<file path="src/rtl/mux_pkg.sv">
// rtl/mux_pkg.sv - shared types and helpers for the stream multiplexer
package mux_pkg;

  typedef enum logic {
    ARB_FIXED = 1'b0,
    ARB_RR    = 1'b1
  } arb_mode_t;

  // Index of the set bit in a one-hot vector (0 when no bit is set).
  function automatic logic [3:0] onehot_to_idx(input logic [15:0] onehot);
    logic [3:0] idx;
    idx = '0;
    for (int i = 0; i < 16; i++) begin
      if (onehot[i]) idx = 4'(i);
    end
    return idx;
  endfunction

endpackage

</file>
<file path="src/rtl/rr_arbiter.sv">
// rtl/rr_arbiter.sv - combinational one-hot arbiter, fixed-priority or round-robin from ptr
module rr_arbiter
  import mux_pkg::*;
#(
  parameter int        N    = 4,
  parameter arb_mode_t MODE = ARB_RR
) (
  input  logic [N-1:0]         elig,
  input  logic [$clog2(N)-1:0] ptr,
  output logic [N-1:0]         grant
);

  localparam logic [N-1:0] ONE = N'(1);

  logic [N-1:0] mask;
  logic [N-1:0] masked;

  // Requests at or above ptr win first; if none, wrap to the lowest requester.
  always_comb begin
    mask   = '0;
    masked = '0;
    grant  = elig & (~elig + ONE);
    for (int i = 0; i < N; i++) begin
      mask[i] = (i >= int'(ptr));
    end
    masked = elig & mask;
    if (MODE == ARB_RR && |masked) begin
      grant = masked & (~masked + ONE);
    end
  end

endmodule

</file>
<file path="src/rtl/stream_mux.sv">
// rtl/stream_mux.sv - N-input registered stream multiplexer with valid/ready handshake
module stream_mux
  import mux_pkg::*;
#(
  parameter int        N     = 4,
  parameter int        WIDTH = 8,
  parameter arb_mode_t MODE  = ARB_RR
) (
  input  logic                      clock,
  input  logic                      reset,
  input  logic [N-1:0][WIDTH-1:0]   in_data,
  input  logic [N-1:0]              in_valid,
  output logic [N-1:0]              in_ready,
  input  logic                      manual,
  input  logic [$clog2(N)-1:0]      sel,
  output logic [WIDTH-1:0]          out_data,
  output logic                      out_valid,
  output logic [$clog2(N)-1:0]      out_sel,
  input  logic                      out_ready
);

  localparam int SW = $clog2(N);

  logic [N-1:0]  elig;
  logic [N-1:0]  grant;
  logic [SW-1:0] ptr;
  logic [SW-1:0] gsel;
  logic          load;

  // An out-of-range sel matches no channel, so nothing is eligible.
  always_comb begin
    elig = in_valid;
    for (int i = 0; i < N; i++) begin
      if (manual && int'(sel) != i) elig[i] = 1'b0;
    end
  end

  rr_arbiter #(
    .N    (N),
    .MODE (MODE)
  ) u_arb (
    .elig  (elig),
    .ptr   (ptr),
    .grant (grant)
  );

  assign gsel     = SW'(onehot_to_idx(16'(grant)));
  assign load     = (!out_valid || out_ready) && (|elig) && !reset;
  assign in_ready = load ? grant : '0;

  always_ff @(posedge clock or posedge reset) begin
    if (reset) begin
      out_valid <= 1'b0;
      out_data  <= '0;
      out_sel   <= '0;
      ptr       <= '0;
    end else begin
      if (load) begin
        out_valid <= 1'b1;
        out_data  <= in_data[gsel];
        out_sel   <= gsel;
        if (MODE == ARB_RR) begin
          ptr <= (gsel == SW'(N - 1)) ? '0 : gsel + 1'b1;
        end
      end else if (out_valid && out_ready) begin
        out_valid <= 1'b0;
      end
    end
  end

endmodule

</file>
<file path="config.mk">
export PLATFORM = sky130hd
export DESIGN_NAME = stream_mux
export DESIGN_NICKNAME = d
export VERILOG_FILES = /design/src/rtl/mux_pkg.sv /design/src/rtl/rr_arbiter.sv /design/src/rtl/stream_mux.sv
export SDC_FILE = /design/constraint.sdc
export NUM_CORES = 1
export LEC_CHECK = 0
export BUFFER_PORTS_ARGS = -buffer_cell sky130_fd_sc_hd__buf_2
export CELL_PAD_IN_SITES_DETAIL_PLACEMENT = 0
export CELL_PAD_IN_SITES_GLOBAL_PLACEMENT = 2
export CORE_MARGIN = 3
export CORE_UTILIZATION = 25
export DETAILED_ROUTE_END_ITERATION = 7
export GPL_ROUTABILITY_DRIVEN = 0
export HOLD_SLACK_MARGIN = 0.12
export PLACE_DENSITY_LB_ADDON = 0.1
export SYNTH_ARGS = -nofsm -noshare
export SYNTH_HDL_FRONTEND = slang
export SYNTH_HIERARCHICAL = 1
export SYNTH_SLANG_ARGS = --single-unit
</file>
<file path="constraint.sdc">
create_clock -name clock -period 2.97 [get_ports clock]
set_input_delay 0.594 -clock clock [delete_from_list [all_inputs] [get_ports clock]]
set_output_delay 0.594 -clock clock [all_outputs]
set_load 0.005 [all_outputs]
</file>
==> flow_summary.rst <==
.. list-table::
   :header-rows: 1

   * - Metric
     - Value
   * - Core ar.
     - roughly 3900 µm²
   * - Hold Violations, Final
     - 0
   * - DRT met1 WL
     - ~1200 µm
   * - Worst stage delay on the critical path
     - between 0.3 and 0.4 ns
   * - Setup bufs post-CTS
     - 0
   * - Fraction of final layout cells sized beyond drive strength 1
     - between 50% and 60%
   * - CTS root buffer
     - sky130_fd_sc_hd__clkbuf_8
   * - First element of the critical path
     - sel[1]
   * - Overall track demand over capacity in global routing
     - 11.47%
   * - Site row count
     - 22
   * - Largest delay share family, worst path
     - compound AO/OA/AOI/OAI gates
   * - Placement-stage worst setup slack
     - 0.2322 ns
   * - Hold-fix buffers at CTS
     - 0
   * - Worst Tran Pin Value
     - 0.5284 ns
   * - Post-DP Area
     - 1410 µm²
   * - Amount of wire on met2 after detailed routing
     - 1375 µm
   * - Max-cap violations
     - 0
   * - Status
     - completed
   * - Wirelength, routed
     - approximately 2800 µm
   * - Number of warning messages in the yosys log
     - 6
   * - Largest vdd supply drop
     - slightly below 0.0003 V
   * - Static leakage power
     - 0.7244 nW
   * - Final TNS setup
     - 0 ns
   * - First-pass GRT wire length
     - roughly 4700 µm
   * - Req. time, crit path
     - 2.38 ns
   * - Headroom to the max-slew limit
     - about 64%
   * - Post-placement cell count
     - about 210
   * - Most frequent cell on the critical path
     - sky130_fd_sc_hd__buf_2
   * - Startpoint of the lowest-slack register-to-register path
     - ptr[1]$_DFFE_PP0P_
   * - Unrepaired setup endpoints after global routing
     - false
   * - DRC
     - 0
   * - Num Clock Sinks
     - 13
   * - Synthesized netlist net count
     - between 100 and 150
   * - Data arrival at the endpoint of the critical path
     - 2.11 ns
   * - Total iterations of the first detailed-routing run
     - 4
   * - Power per Cell Area
     - 633.4 nW/µm²
   * - Ordered cell list for the critical path
     - buf_2 > nand2b_1 > a21boi_0 > buf_4 > a2bb2oi_1 > o22ai_1 > and2_1 > and2_2 > buf_2
   * - Library cells used by synthesis
     - 33
   * - Total power
     - around 920 µW
   * - FF+latch count, synth
     - 13
   * - Path length in cells of the critical path
     - 9
   * - Pin count of the biggest net entering global routing
     - 14
   * - Minimum clock period
     - 2.700 ns
   * - Startpoint types
     - input port
   * - Type of element capturing the critical path
     - primary output
   * - Post-layout utilization of the core
     - ~38%
   * - Antenna diode count
     - 0
   * - Clock buffer count from CTS
     - 3
   * - Final Cell Area
     - 1455 µm²
   * - Critical path's slowest cell
     - sky130_fd_sc_hd__a21boi_0
   * - Detailed-placement wirelength estimate
     - 2227 µm
   * - Net count reported at finish
     - 208
   * - HP Class
     - input port to async pin
   * - Chip height
     - 70.99 µm
   * - Depth of the worst register-to-register path
     - 6
   * - Skew-Pair Late Insertion Delay
     - ~0.24 ns
   * - Via count of the first global-routing pass
     - slightly above 1k
   * - Number of standard cells in the final layout excluding fillers
     - 212
   * - Initial core utilization
     - 27.40%
   * - Critical-path maximum fanout
     - 5
   * - Antenna Nets Post-Route
     - 0
   * - Tcrit/Tclk final
     - 90.92%
   * - Die extent in x
     - between 70 and 80 µm
   * - Synthesized cell area
     - 1056 µm²
   * - Setup violations, final
     - 0
   * - Sequential cell area fraction in the yosys report
     - 30.81%
   * - Topmost layer with routed signal wires
     - met4
   * - Number of instances in the synthesized netlist
     - ~100
   * - Met3 routed WL
     - 207 µm
   * - Share of flip-flops with an asynchronous set or reset
     - 100.0%
   * - Routed vias/inst
     - 4.575
   * - Final Worst Setup Slack
     - 0.2697 ns
   * - Commonest register cell after synthesis
     - sky130_fd_sc_hd__dfrtp_1
   * - Combined buffer and inverter count along the critical path
     - 3
   * - Worst clock skew on the final layout
     - 0.002073 ns
   * - Area of the die
     - between 5000 and 6000 µm²
   * - Post-synth EDFFs
     - 0
   * - Syn-to-layout area delta
     - 37.80%
   * - Clock slew seen by the registers of the worst setup and hold paths
     - 0.06 ns
   * - Routed wire length per instance
     - 13.21 µm
   * - 1st-iter DRT viols
     - 47
   * - Clock tree from TritonCTS
     - built
   * - Crit Path Category
     - input port to primary output
   * - Reg2reg end
     - out_data[3]$_DFFE_PP0P_
   * - Final hold slack
     - 0.4189 ns
   * - Gates resized, CTS repair
     - 0
   * - Number of I/O pins
     - 57
   * - Mean post-synth cell area
     - 10.25 µm²
   * - Clock Tree Buf Depth
     - 2
   * - Number of vias after detailed routing
     - 970
   * - Initial antenna violation count
     - 0
   * - Pins over their slew limit
     - 0
   * - Global-route congestion overflow total
     - 0
   * - Number of buffers added on ports
     - 56
   * - Setup slack on the worst flop-to-flop path
     - 0.97 ns
   * - Highest Clock Rate
     - between 300 and 400 MHz
   * - Level count of the clock H-tree
     - 1
## Yosys cell counts (2+ instances only)
cell type                  count  area [µm²]
sky130_fd_sc_hd__mux2_2       14       157.7
sky130_fd_sc_hd__dfrtp_1      13       325.3
sky130_fd_sc_hd__o21ai_0      11       55.05
sky130_fd_sc_hd__nand2_1       9       33.78
sky130_fd_sc_hd__mux2i_1       8       80.08
sky130_fd_sc_hd__mux2_4        6       90.09
sky130_fd_sc_hd__and2_2        4       30.03
sky130_fd_sc_hd__inv_1         4       15.01
sky130_fd_sc_hd__a21boi_0      3       22.52
sky130_fd_sc_hd__clkbuf_1      3       11.26
sky130_fd_sc_hd__a21oi_1       2       10.01
sky130_fd_sc_hd__nand2b_1      2       12.51
sky130_fd_sc_hd__nor2_1        2       7.510
sky130_fd_sc_hd__o22ai_1       2       12.51
sky130_fd_sc_hd__or2_2         2       12.51
## per-layer routing
| metal | up-vias | GRT usage, % |
|---|---|---|
| met5 | - | 0 |
| met3 | 2 | 2.699 |
| met1 | 441 | 13.66 |
| met4 | 0 | 3.132 |
| li1 | 495 | - |
| met2 | 32 | 20.49 |
## worst max path at each step
stage / endpoint / slack [ns]
floorplan: in_ready[2] / 0.005
global placement: ptr[1]$_DFFE_PP0P_ / 0.30
detailed placement: ptr[1]$_DFFE_PP0P_ / 0.23
CTS: in_ready[2] / 0.27
global route: in_ready[2] / 0.1
finish: in_ready[0] / 0.27
## cells by family (layout without fill, tap and decap cells)
kind of cell	count (synthesis)	in the layout	share of synthesized area, %
simple gates	25	25	14.46
flops	13	13	30.81
fa+ha+maj	1	1	1.185
mux	29	29	33.18
buf+inv	10	71	4.738
compound gates	25	25	15.64
## flip-flops by register name, indices dropped and copies added, names as in the netlist
register,flops
out_valid,1
ptr,2
out_data,8
out_sel,2
## cells in the final DEF (no fill, tap or decap), drive strengths merged, types with 2 or more instances in the layout
cell	instances
nor2	2
a21oi	3
nand2	9
mux2	20
and2	5
nand2b	2
o21ai	11
clkbuf	4
a21boi	3
mux2i	8
buf	62
or2	2
inv	5
dfrtp	13
o22ai	2
## where the power goes
group          total [mW]  leakage (nW)  internal, mW  switching, mW
Combinational       0.448         0.547         0.267          0.181
Clock               0.156        0.0228        0.0946         0.0614
Sequential          0.318         0.155         0.259         0.0587
## cell type report
type / count / area (µm²)
Sequential cell: 13 / 325.3
Inverter: 5 / 18.77
Fill cell: 408 / 2399
Clock buffer: 4 / 45.04
Tap cell: 48 / 60.06
Multi-Input combinational cell: 80 / 680.7
Timing Repair Buffer: 62 / 325.3
## worst register-to-register path, stage by stage (launching register included)
cell                      delay [ns]
sky130_fd_sc_hd__dfrtp_1        0.48
sky130_fd_sc_hd__inv_2          0.06
sky130_fd_sc_hd__a21oi_1        0.14
sky130_fd_sc_hd__o221a_1        0.39
sky130_fd_sc_hd__buf_4          0.22
sky130_fd_sc_hd__mux2_2         0.33
sky130_fd_sc_hd__mux2_2         0.26
Note: power is estimated with default switching activity, not from simulation.
